===== src/rtl/instr_fetch_unit_pkg.sv =====
// Shared AVR fetch definitions: FSM state encodings, NOP and two-word opcode patterns.
// Latency: n/a (types, constants and a pure combinational helper only).
// Backpressure: n/a.
//
// Contents:
//   fetch_state_t  PRIME (ROM refill after reset/flush), RUN (normal), EXT (two-word presented)
//   OPC_NOP        value the ROM output registers hold after a clear
//   is_two_word()  true for LDS/STS (1001 00xd dddd 0000) and JMP/CALL (1001 010k kkkk 11xk)
package instr_fetch_unit_pkg;

  typedef enum logic [1:0] {
    ST_PRIME = 2'd0,
    ST_RUN   = 2'd1,
    ST_EXT   = 2'd2
  } fetch_state_t;

  localparam logic [15:0] OPC_NOP            = 16'h0000;

  localparam logic [15:0] TW_LDS_STS_MASK    = 16'hFC0F;
  localparam logic [15:0] TW_LDS_STS_MATCH   = 16'h9000;
  localparam logic [15:0] TW_JMP_CALL_MASK   = 16'hFE0C;
  localparam logic [15:0] TW_JMP_CALL_MATCH  = 16'h940C;

  function automatic logic is_two_word(input logic [15:0] w);
    return ((w & TW_LDS_STS_MASK)  == TW_LDS_STS_MATCH) ||
           ((w & TW_JMP_CALL_MASK) == TW_JMP_CALL_MATCH);
  endfunction

endpackage


===== src/rtl/d_flip_flop_multi_bit_en.sv =====
// Generic WIDTH-bit register with load enable and synchronous active-low clear.
// Latency: 1 clk from d/en to q.
// Backpressure: none; en=0 simply holds the stored value.
//
// Ports:
//   clk    rising-edge clock
//   clr_n  synchronous clear to RST_VAL, active-low, dominates en
//   en     load d on the next rising edge
//   d      next value
//   q      stored value
module d_flip_flop_multi_bit_en #(
  parameter int               WIDTH   = 8,
  parameter logic [WIDTH-1:0] RST_VAL = '0
) (
  input  logic             clk,
  input  logic             clr_n,
  input  logic             en,
  input  logic [WIDTH-1:0] d,
  output logic [WIDTH-1:0] q
);

  always_ff @(posedge clk) begin
    if (!clr_n) begin
      q <= RST_VAL;
    end else if (en) begin
      q <= d;
    end
  end

endmodule


===== src/rtl/instr_fetch_unit.sv =====
// AVR instruction fetch: drives dual_ROM addresses, assembles {Qa,Qb} opcodes and fetches
// the extension word of two-word opcodes. Latency: 1 clk ROM read; first opcode valid 1 clk
// after PRIME. Backpressure: stall holds PC and ROM output registers; branch/skip flush to NOP.
//
// Ports:
//   clk, clr_n                 clock and synchronous active-low reset
//   stall                      decoder cannot accept the presented instruction
//   branch_en, branch_target   redirect the PC (highest priority after reset)
//   skip_en                    discard the presented instruction
//   rom_qa, rom_qb             dual_ROM registered outputs (high / low opcode byte)
//   rom_addr_a, rom_addr_b     odd / even byte address of the current PC word
//   rom_en_reg, rom_clr_reg_n  dual_ROM output register enable / clear
//   instr, instr_ext           presented opcode and its extension word (0 if single-word)
//   instr_valid                presentation valid; consumed when instr_valid & ~stall
//   instr_two_word             presented opcode is two-word
//   instr_pc, pc_next          word address of the presented opcode and of its successor
//
// The PC always points one word ahead of the word sitting in the ROM output registers,
// so in RUN the invariant pc == instr_pc + 1 holds and in EXT pc == instr_pc + 2.
module instr_fetch_unit
  import instr_fetch_unit_pkg::*;
#(
  parameter int                  PC_WIDTH     = 14,
  parameter logic [PC_WIDTH-1:0] RESET_VECTOR = '0
) (
  input  logic                clk,
  input  logic                clr_n,
  input  logic                stall,
  input  logic                branch_en,
  input  logic [PC_WIDTH-1:0] branch_target,
  input  logic                skip_en,
  input  logic [7:0]          rom_qa,
  input  logic [7:0]          rom_qb,
  output logic [PC_WIDTH:0]   rom_addr_a,
  output logic [PC_WIDTH:0]   rom_addr_b,
  output logic                rom_en_reg,
  output logic                rom_clr_reg_n,
  output logic [15:0]         instr,
  output logic [15:0]         instr_ext,
  output logic                instr_valid,
  output logic                instr_two_word,
  output logic [PC_WIDTH-1:0] instr_pc,
  output logic [PC_WIDTH-1:0] pc_next
);

  localparam logic [PC_WIDTH-1:0] PC_ONE = PC_WIDTH'(1);
  localparam logic [PC_WIDTH-1:0] PC_TWO = PC_WIDTH'(2);

  fetch_state_t        state_q, state_d;
  logic [PC_WIDTH-1:0] pc_q, pc_d;
  logic [PC_WIDTH-1:0] instr_pc_q;
  logic [15:0]         op_hold_q;
  logic [15:0]         rom_word;
  logic                tw_det;
  logic                pc_en;
  logic                instr_pc_en;
  logic                op_hold_en;
  logic                fetch_en;
  logic                flush;

  assign rom_word = {rom_qa, rom_qb};
  assign tw_det   = is_two_word(rom_word);

  // ---------------------------------------------------------------------------
  // Registers
  // ---------------------------------------------------------------------------
  always_ff @(posedge clk) begin
    if (!clr_n) begin
      state_q <= ST_PRIME;
    end else begin
      state_q <= state_d;
    end
  end

  d_flip_flop_multi_bit_en #(
    .WIDTH   (PC_WIDTH),
    .RST_VAL (RESET_VECTOR)
  ) u_pc (
    .clk   (clk),
    .clr_n (clr_n),
    .en    (pc_en),
    .d     (pc_d),
    .q     (pc_q)
  );

  // instr_pc only ever takes the current PC: the word just being loaded into the ROM
  // output registers is the one that will be presented next.
  d_flip_flop_multi_bit_en #(
    .WIDTH   (PC_WIDTH),
    .RST_VAL ('0)
  ) u_instr_pc (
    .clk   (clk),
    .clr_n (clr_n),
    .en    (instr_pc_en),
    .d     (pc_q),
    .q     (instr_pc_q)
  );

  d_flip_flop_multi_bit_en #(
    .WIDTH   (16),
    .RST_VAL (OPC_NOP)
  ) u_op_hold (
    .clk   (clk),
    .clr_n (clr_n),
    .en    (op_hold_en),
    .d     (rom_word),
    .q     (op_hold_q)
  );

  // ---------------------------------------------------------------------------
  // Next-state and register-enable logic
  // Priority: branch_en > skip_en > stall (reset is handled in the registers).
  // fetch_en marks every cycle in which the PC advances, so the ROM output
  // registers always track the PC; this includes the two cases that advance
  // regardless of stall (pulling in an extension word, and a skipped single-word).
  // ---------------------------------------------------------------------------
  always_comb begin
    state_d     = state_q;
    pc_d        = pc_q + PC_ONE;
    pc_en       = 1'b0;
    instr_pc_en = 1'b0;
    op_hold_en  = 1'b0;
    fetch_en    = 1'b0;
    flush       = 1'b0;

    unique case (state_q)
      ST_PRIME: begin
        pc_en       = 1'b1;
        instr_pc_en = 1'b1;
        fetch_en    = 1'b1;
        state_d     = ST_RUN;
      end

      ST_RUN: begin
        if (tw_det) begin
          pc_en    = 1'b1;
          fetch_en = 1'b1;
          if (skip_en) begin
            // Step past the extension word and throw away both halves.
            flush   = 1'b1;
            state_d = ST_PRIME;
          end else begin
            op_hold_en = 1'b1;
            state_d    = ST_EXT;
          end
        end else if (skip_en || !stall) begin
          pc_en       = 1'b1;
          instr_pc_en = 1'b1;
          fetch_en    = 1'b1;
        end
      end

      ST_EXT: begin
        if (!stall) begin
          pc_en       = 1'b1;
          instr_pc_en = 1'b1;
          fetch_en    = 1'b1;
          state_d     = ST_RUN;
        end
      end

      default: begin
        state_d = ST_PRIME;
      end
    endcase

    if (branch_en) begin
      pc_d        = branch_target;
      pc_en       = 1'b1;
      instr_pc_en = 1'b0;
      op_hold_en  = 1'b0;
      flush       = 1'b1;
      state_d     = ST_PRIME;
    end
  end

  // ---------------------------------------------------------------------------
  // Outputs
  // ---------------------------------------------------------------------------
  always_comb begin
    instr          = rom_word;
    instr_ext      = OPC_NOP;
    instr_valid    = 1'b0;
    instr_two_word = 1'b0;

    unique case (state_q)
      ST_RUN: begin
        // A two-word opcode is hidden for one cycle while its extension is fetched.
        instr_valid = ~tw_det;
      end
      ST_EXT: begin
        instr          = op_hold_q;
        instr_ext      = rom_word;
        instr_valid    = 1'b1;
        instr_two_word = 1'b1;
      end
      default: begin
        instr_valid = 1'b0;
      end
    endcase
  end

  assign rom_addr_a    = {pc_q, 1'b1};
  assign rom_addr_b    = {pc_q, 1'b0};
  assign rom_en_reg    = fetch_en;
  assign rom_clr_reg_n = clr_n & ~flush;

  assign instr_pc = instr_pc_q;
  assign pc_next  = instr_pc_q + (instr_two_word ? PC_TWO : PC_ONE);

endmodule


===== config.mk =====
export PLATFORM = sky130hd
export DESIGN_NAME = instr_fetch_unit
export DESIGN_NICKNAME = d
export VERILOG_FILES = /design/src/rtl/instr_fetch_unit_pkg.sv /design/src/rtl/d_flip_flop_multi_bit_en.sv /design/src/rtl/instr_fetch_unit.sv
export SDC_FILE = /design/constraint.sdc
export NUM_CORES = 1
export LEC_CHECK = 0
export CORE_UTILIZATION = 45
export DETAILED_ROUTE_END_ITERATION = 10
export PLACE_DENSITY = 0.95
export SYNTH_ARGS = -nofsm -noshare
export SYNTH_HDL_FRONTEND = slang
export SYNTH_SLANG_ARGS = --single-unit

===== constraint.sdc =====
create_clock -name clk -period 6 [get_ports clk]
set_clock_uncertainty 0.2 [all_clocks]
set_input_delay 1.8 -clock clk [delete_from_list [all_inputs] [get_ports clk]]
set_output_delay 1.8 -clock clk [all_outputs]
set_load 0.03 [all_outputs]

[Word-level counts from Yosys, hierarchy flattened]
Index checks and enable logic that the tools add are counted.
Word-level totals
  bits in writable memories: 0
  input bits: 35
  memory bits (read-only): 0
  latch bits: 0
  memories: 0
  output and inout port bits: 94
  register bits after elaboration: 46
Operators by class
  $lt $le $gt $ge: 0
  $mul: 0
  shift-type cells: 0
  bitwise gates (word level): 4
  reductions and logical operators: 6
  equal/unequal tests: 6
  div/mod/pow operators: 0
  add/sub/neg operators: 2
  mux-type cells: 26
Operators by type and width (number)
  $mux W16: 2
  $mux W1: 15
  $add A14 B1 Y14 const B: 1
  $add A14 B2 Y14: 1
  $mux W14: 1
  $eq A10 B10 Y1 const B: 1
  $eq A9 B9 Y1 const B: 1
  $mux W2: 4
  $pmux W1 S3: 2
  $pmux W2 S3: 1
  $ne A2 B2 Y1 const B: 2
  $not A1 Y1: 3
  $eq A2 B1 Y1 const B: 1
  $eq A2 B2 Y1 const B: 1
  $logic_not A2 Y1: 1
  $logic_or A1 B1 Y1: 2
  $pmux W1 S2: 1
  $reduce_and A2 Y1: 1
  $reduce_or A2 Y1: 1
  $and A1 B1 Y1: 1
  $logic_not A1 Y1: 1

[Longest topological paths before layout]
  depth after elaboration: 7
  gate-level depth with buffers: 11
  depth with buffers taken out: 10

[Modules after synthesis]
Synthesis repeated with hierarchy kept, for this count alone.
Unflattened totals
  cell total of the unflattened synthesis: 339
  area total of the unflattened synthesis: 3103.0 µm²
Modules (own cells, without submodules)
  instr_fetch_unit: area each 1401.3 µm², sequential area each 40.0 µm², times used 1, cells each 198
  d_flip_flop_multi_bit_en at u_instr_pc ...: area each 543.0 µm², sequential area each 280.3 µm², times used 2, cells each 45
  d_flip_flop_multi_bit_en at u_op_hold: area each 615.6 µm², sequential area each 320.3 µm², times used 1, cells each 51

[Worst setup path after synthesis]
OpenSTA, ideal clock, no wires.
  path kind: input -> output
  start: input port rom_qb[0]
  end: output port rom_en_reg
  arrival time: 3.073 ns
  stages: 5
  required time: 4.000 ns
  slack: 0.927 ns
  cells stage by stage: or4_4 -> o21ai_4 -> a41oi_2 -> buf_4 -> inv_1
On the way
  longest elaborated chain between the ends: 4
Ends and longest elaborated chain
  start: declaration: RTL line instr_fetch_unit.sv:33  | input logic [7:0] rom_qb,
  $eq A10 B10 Y1: RTL line instr_fetch_unit_pkg.sv:25  | return ((w & TW_LDS_STS_MASK) == TW_LDS_STS_MATCH) ||
  $logic_or A1 B1 Y1: RTL line instr_fetch_unit_pkg.sv:25
  $mux W1: RTL line instr_fetch_unit.sv:135  | if (tw_det) begin
  $pmux W1 S3: RTL line instr_fetch_unit.sv:126  | unique case (state_q)
  end: declaration: RTL line instr_fetch_unit.sv:36  | output logic rom_en_reg,
Every way passes these cells.

[Worst setup path after layout]
  start: input port rom_qb[0]
  end: output port instr_valid
On the way
  longest elaborated chain between the ends: 4
Ends and longest elaborated chain
  $eq A10 B10 Y1: RTL line instr_fetch_unit_pkg.sv:25
  $logic_or A1 B1 Y1: RTL line instr_fetch_unit_pkg.sv:25
  $not A1 Y1: RTL line instr_fetch_unit.sv:189  | instr_valid = ~tw_det;
  $pmux W1 S2: RTL line instr_fetch_unit.sv:186  | unique case (state_q)
  end: declaration: RTL line instr_fetch_unit.sv:40  | output logic instr_valid,
Every way passes these cells.

==> impl_metrics.yaml <==
worst_setup_path:
  critPathMostFrequentCell: "clkdlybuf4s50_1"
  worstSetupStartpointType: "input port"
  crit_end: "instr_valid"
  arrival_ns: 3.90
  crit_required_ns: 4.00
  critPathLaunch: "rom_qb[0]"
  worst_path_largest_cell_delay_ns: 0.59
  cp_cell_sequence: "clkdlybuf4s50_1, or4_4, o21ai_4, a21oi_1, o21a_1, clkdlybuf4s50_1"
  reg2reg_depth: 9
  end_kind: "primary output"
  r2r_start: "state_q[0]"
  r2r_end: "u_pc.q[11]"
  cp_slowest_cell: "clkdlybuf4s50_1"
  crit_fanout: 4
  path_class: "input port to primary output"
  rrSetupSlack_ns: 3.17
drt:
  dr.pass1.iters: 4
  wirelength_um: 8010
  wl_met2_um: 3860
  drtAntennaViolNets: 0
  avgRoutedWirePerCell_um: 15.1
  met3WireLength_um: 632
  topRoutingLayerUsed: "met4"
  route.detailed.drc: 0
  vias: 2856
  drt-initial-drc-count: 163
  wl_met1_um: 3440
  routed_via_density: 5.37
logic_synthesis:
  synth_flop_cell: "dfxtp_1"
  yosysSeqAreaShare_pct: 31.3
  synth_edf_count: 0
  ys_ff_latch: 46
  ys_async_sr_fraction_pct: 0
  synth.avg_cell_area_um2: 8.42
  syn_nets: 393
  netlist-cell-type-count: 52
  syn_inst: 349
  synth.cell_area_um2: 2940
  ys_warn_count: 0
sta:
  setup_viol: 0
  fin_ws_ns: 0.101
  drv_slew: 0
  final.min_clock_period_ns: 5.90
  fmax_mhz: 170
  finalSetupTns_ns: 0
  worstMarginPinSlew_ns: 0.858
  grt_setup_unrepaired: "no"
  post-route-period-util_pct: 98.3
  relSlewSlack_pct: 42.6
  final_hold_viol_count: 0
clock_network:
  clk_pin_slew_ns: 0.09
  cts.sinks: 46
  hold_buffers: 0
  cts_resized: 0
  cts_setup_buffers: 0
  cts_tree: "built"
  clockBufferDepth: 2
  clkLatencyLatePin_ns: 0.30
  htree_levels: 2
  cts_buffers: 5
  clk_root_buffer_cell: "clkbuf_8"
place:
  hpwl_um: 6110
  portBuffers: 126
  pre_cts_ws_ns: 0.0952
  dpl_cell_area_um2: 4140
  routabilityCongestion: 0.922
cells_and_area:
  drive_above_1_share_pct: 9.01
  syn2layout_area_growth_pct: 44.8
  final_util_pct: 67.4
  n_antenna_cell: 0
  fin_nets: 498
  fin_area_um2: 4260
global_route:
  antenna_found_initial: 0
  grt_pass1_vias: 2828
  grt_max_degree: 46
  grt_first_pass_wirelength_um: 13400
  gr-total-overflow: 0
  grt_use_total_pct: 23.7
floorplanning:
  chipHeight_um: 82.8
  start_util_pct: 46.6
  io_pins: 129
  die-area_um2: 6860
  fp.dieW_um: 82.8
  fp-row-count: 29
  core_area_um2: 6310
pwr:
  ir_worst_vdd_uv: 134
  p_leak_nw: 1.70
  report.power.total_mw: 0.790
  power.density_nw_per_um2: 186
min_path:
  hold_path_class: "register to register"
job:
  maxCapViolCount: 0
run_status:
  status: "finished, final reports clean"
## cells in the final DEF (no fill, tap or decap), types with 8 or more instances in the layout
cell	n
a21oi_1	8
nand3_1	17
ha_1	8
clkdlybuf4s50_1	124
and2_1	20
nand2_1	39
nor2_1	24
mux2i_1	26
mux2_2	16
dfxtp_1	46
inv_1	13
o21ai_0	10
## worst max-delay path: cells and delay by family
family	cells	cell delay [ns]
AO/OA/AOI/OAI	3	0.46
buffers and inverters	2	1.07
AND/OR/NAND/NOR	1	0.57
## per-layer routing
| layer | GRT usage, % | vias to the layer above |
|---|---|---|
| met2 | 41.7 | 141 |
| li1 | - | 1411 |
| met1 | 28.6 | 1296 |
| met5 | 0 | - |
| met3 | 6.26 | 8 |
| met4 | 5.49 | 0 |
## flip-flops by register name (all words and copies together), names as in the netlist
| register | cells |
|---|---|
| state_q | 2 |
| u_instr_pc.q | 14 |
| u_op_hold.q | 16 |
| u_pc.q | 14 |
## cell usage after synthesis, drive strengths merged (7+ instances only)
| master | number | area (um2) |
|---|---|---|
| dfxtp | 46 | 921 |
| buf | 20 | 145 |
| clkbuf | 13 | 48.8 |
| xor2 | 7 | 61.3 |
| nand3 | 18 | 95.1 |
| o211ai | 7 | 52.6 |
| nor2 | 24 | 90.1 |
| a21oi | 8 | 40.0 |
| and2 | 20 | 125 |
| ha | 8 | 100 |
| inv | 13 | 48.8 |
| mux2 | 17 | 191 |
| nand2 | 40 | 158 |
| o21ai | 11 | 66.3 |
| mux2i | 26 | 260 |
| and3 | 7 | 45.1 |
## through the flow
stage	hold WS, ns	cells
floorplan	0.222	349
global placement	0.238	524
detailed placement	0.242	524
global route	0.298	532
finish	0.255	532
CTS	0.255	532
## where the power goes
group	switching [mW]	total, mW	internal (mW)
sequential	0.0214	0.339	0.317
clock	0.109	0.234	0.125
combinational	0.120	0.218	0.0976
total	0.250	0.790	0.540
## cell type report
| type | count | area, um2 |
|---|---|---|
| Fill cell | 506 | 2060 |
| Sequential cell | 46 | 921 |
| Clock inverter | 3 | 43.8 |
| Clock buffer | 5 | 68.8 |
| Tap cell | 77 | 96.3 |
| Timing Repair Buffer | 132 | 1310 |
| Inverter | 14 | 52.6 |
| Multi-Input combinational cell | 255 | 1760 |
## cell families (layout without fill, tap and decap cells)
family          Yosys count  after routing  synth area share, %
flops                    46             46                 31.3
mux                      43             43                 15.4
compound gates           47             47                 11.0
other cells               2              2                0.256
xor+xnor                 13             13                 3.87
fa+ha+maj                 9              9                 4.09
buf+inv                  48            154                 8.81
simple gates            141            141                 25.3
## worst min-delay path by stage
stage / slack, ns / cells past startpoint / startpoint / to
2_1_floorplan: 0.22 / 2 / u_op_hold.q[12] / u_op_hold.q[12]
3_3_place_gp: 0.24 / 2 / u_op_hold.q[15] / u_op_hold.q[15]
3_5_place_dp: 0.24 / 2 / u_op_hold.q[15] / u_op_hold.q[15]
4_1_cts: 0.26 / 2 / u_op_hold.q[15] / u_op_hold.q[15]
5_1_grt: 0.30 / 2 / u_op_hold.q[15] / u_op_hold.q[15]
6_report: 0.25 / 2 / u_op_hold.q[15] / u_op_hold.q[15]
(Power assumes the default switching activity.)
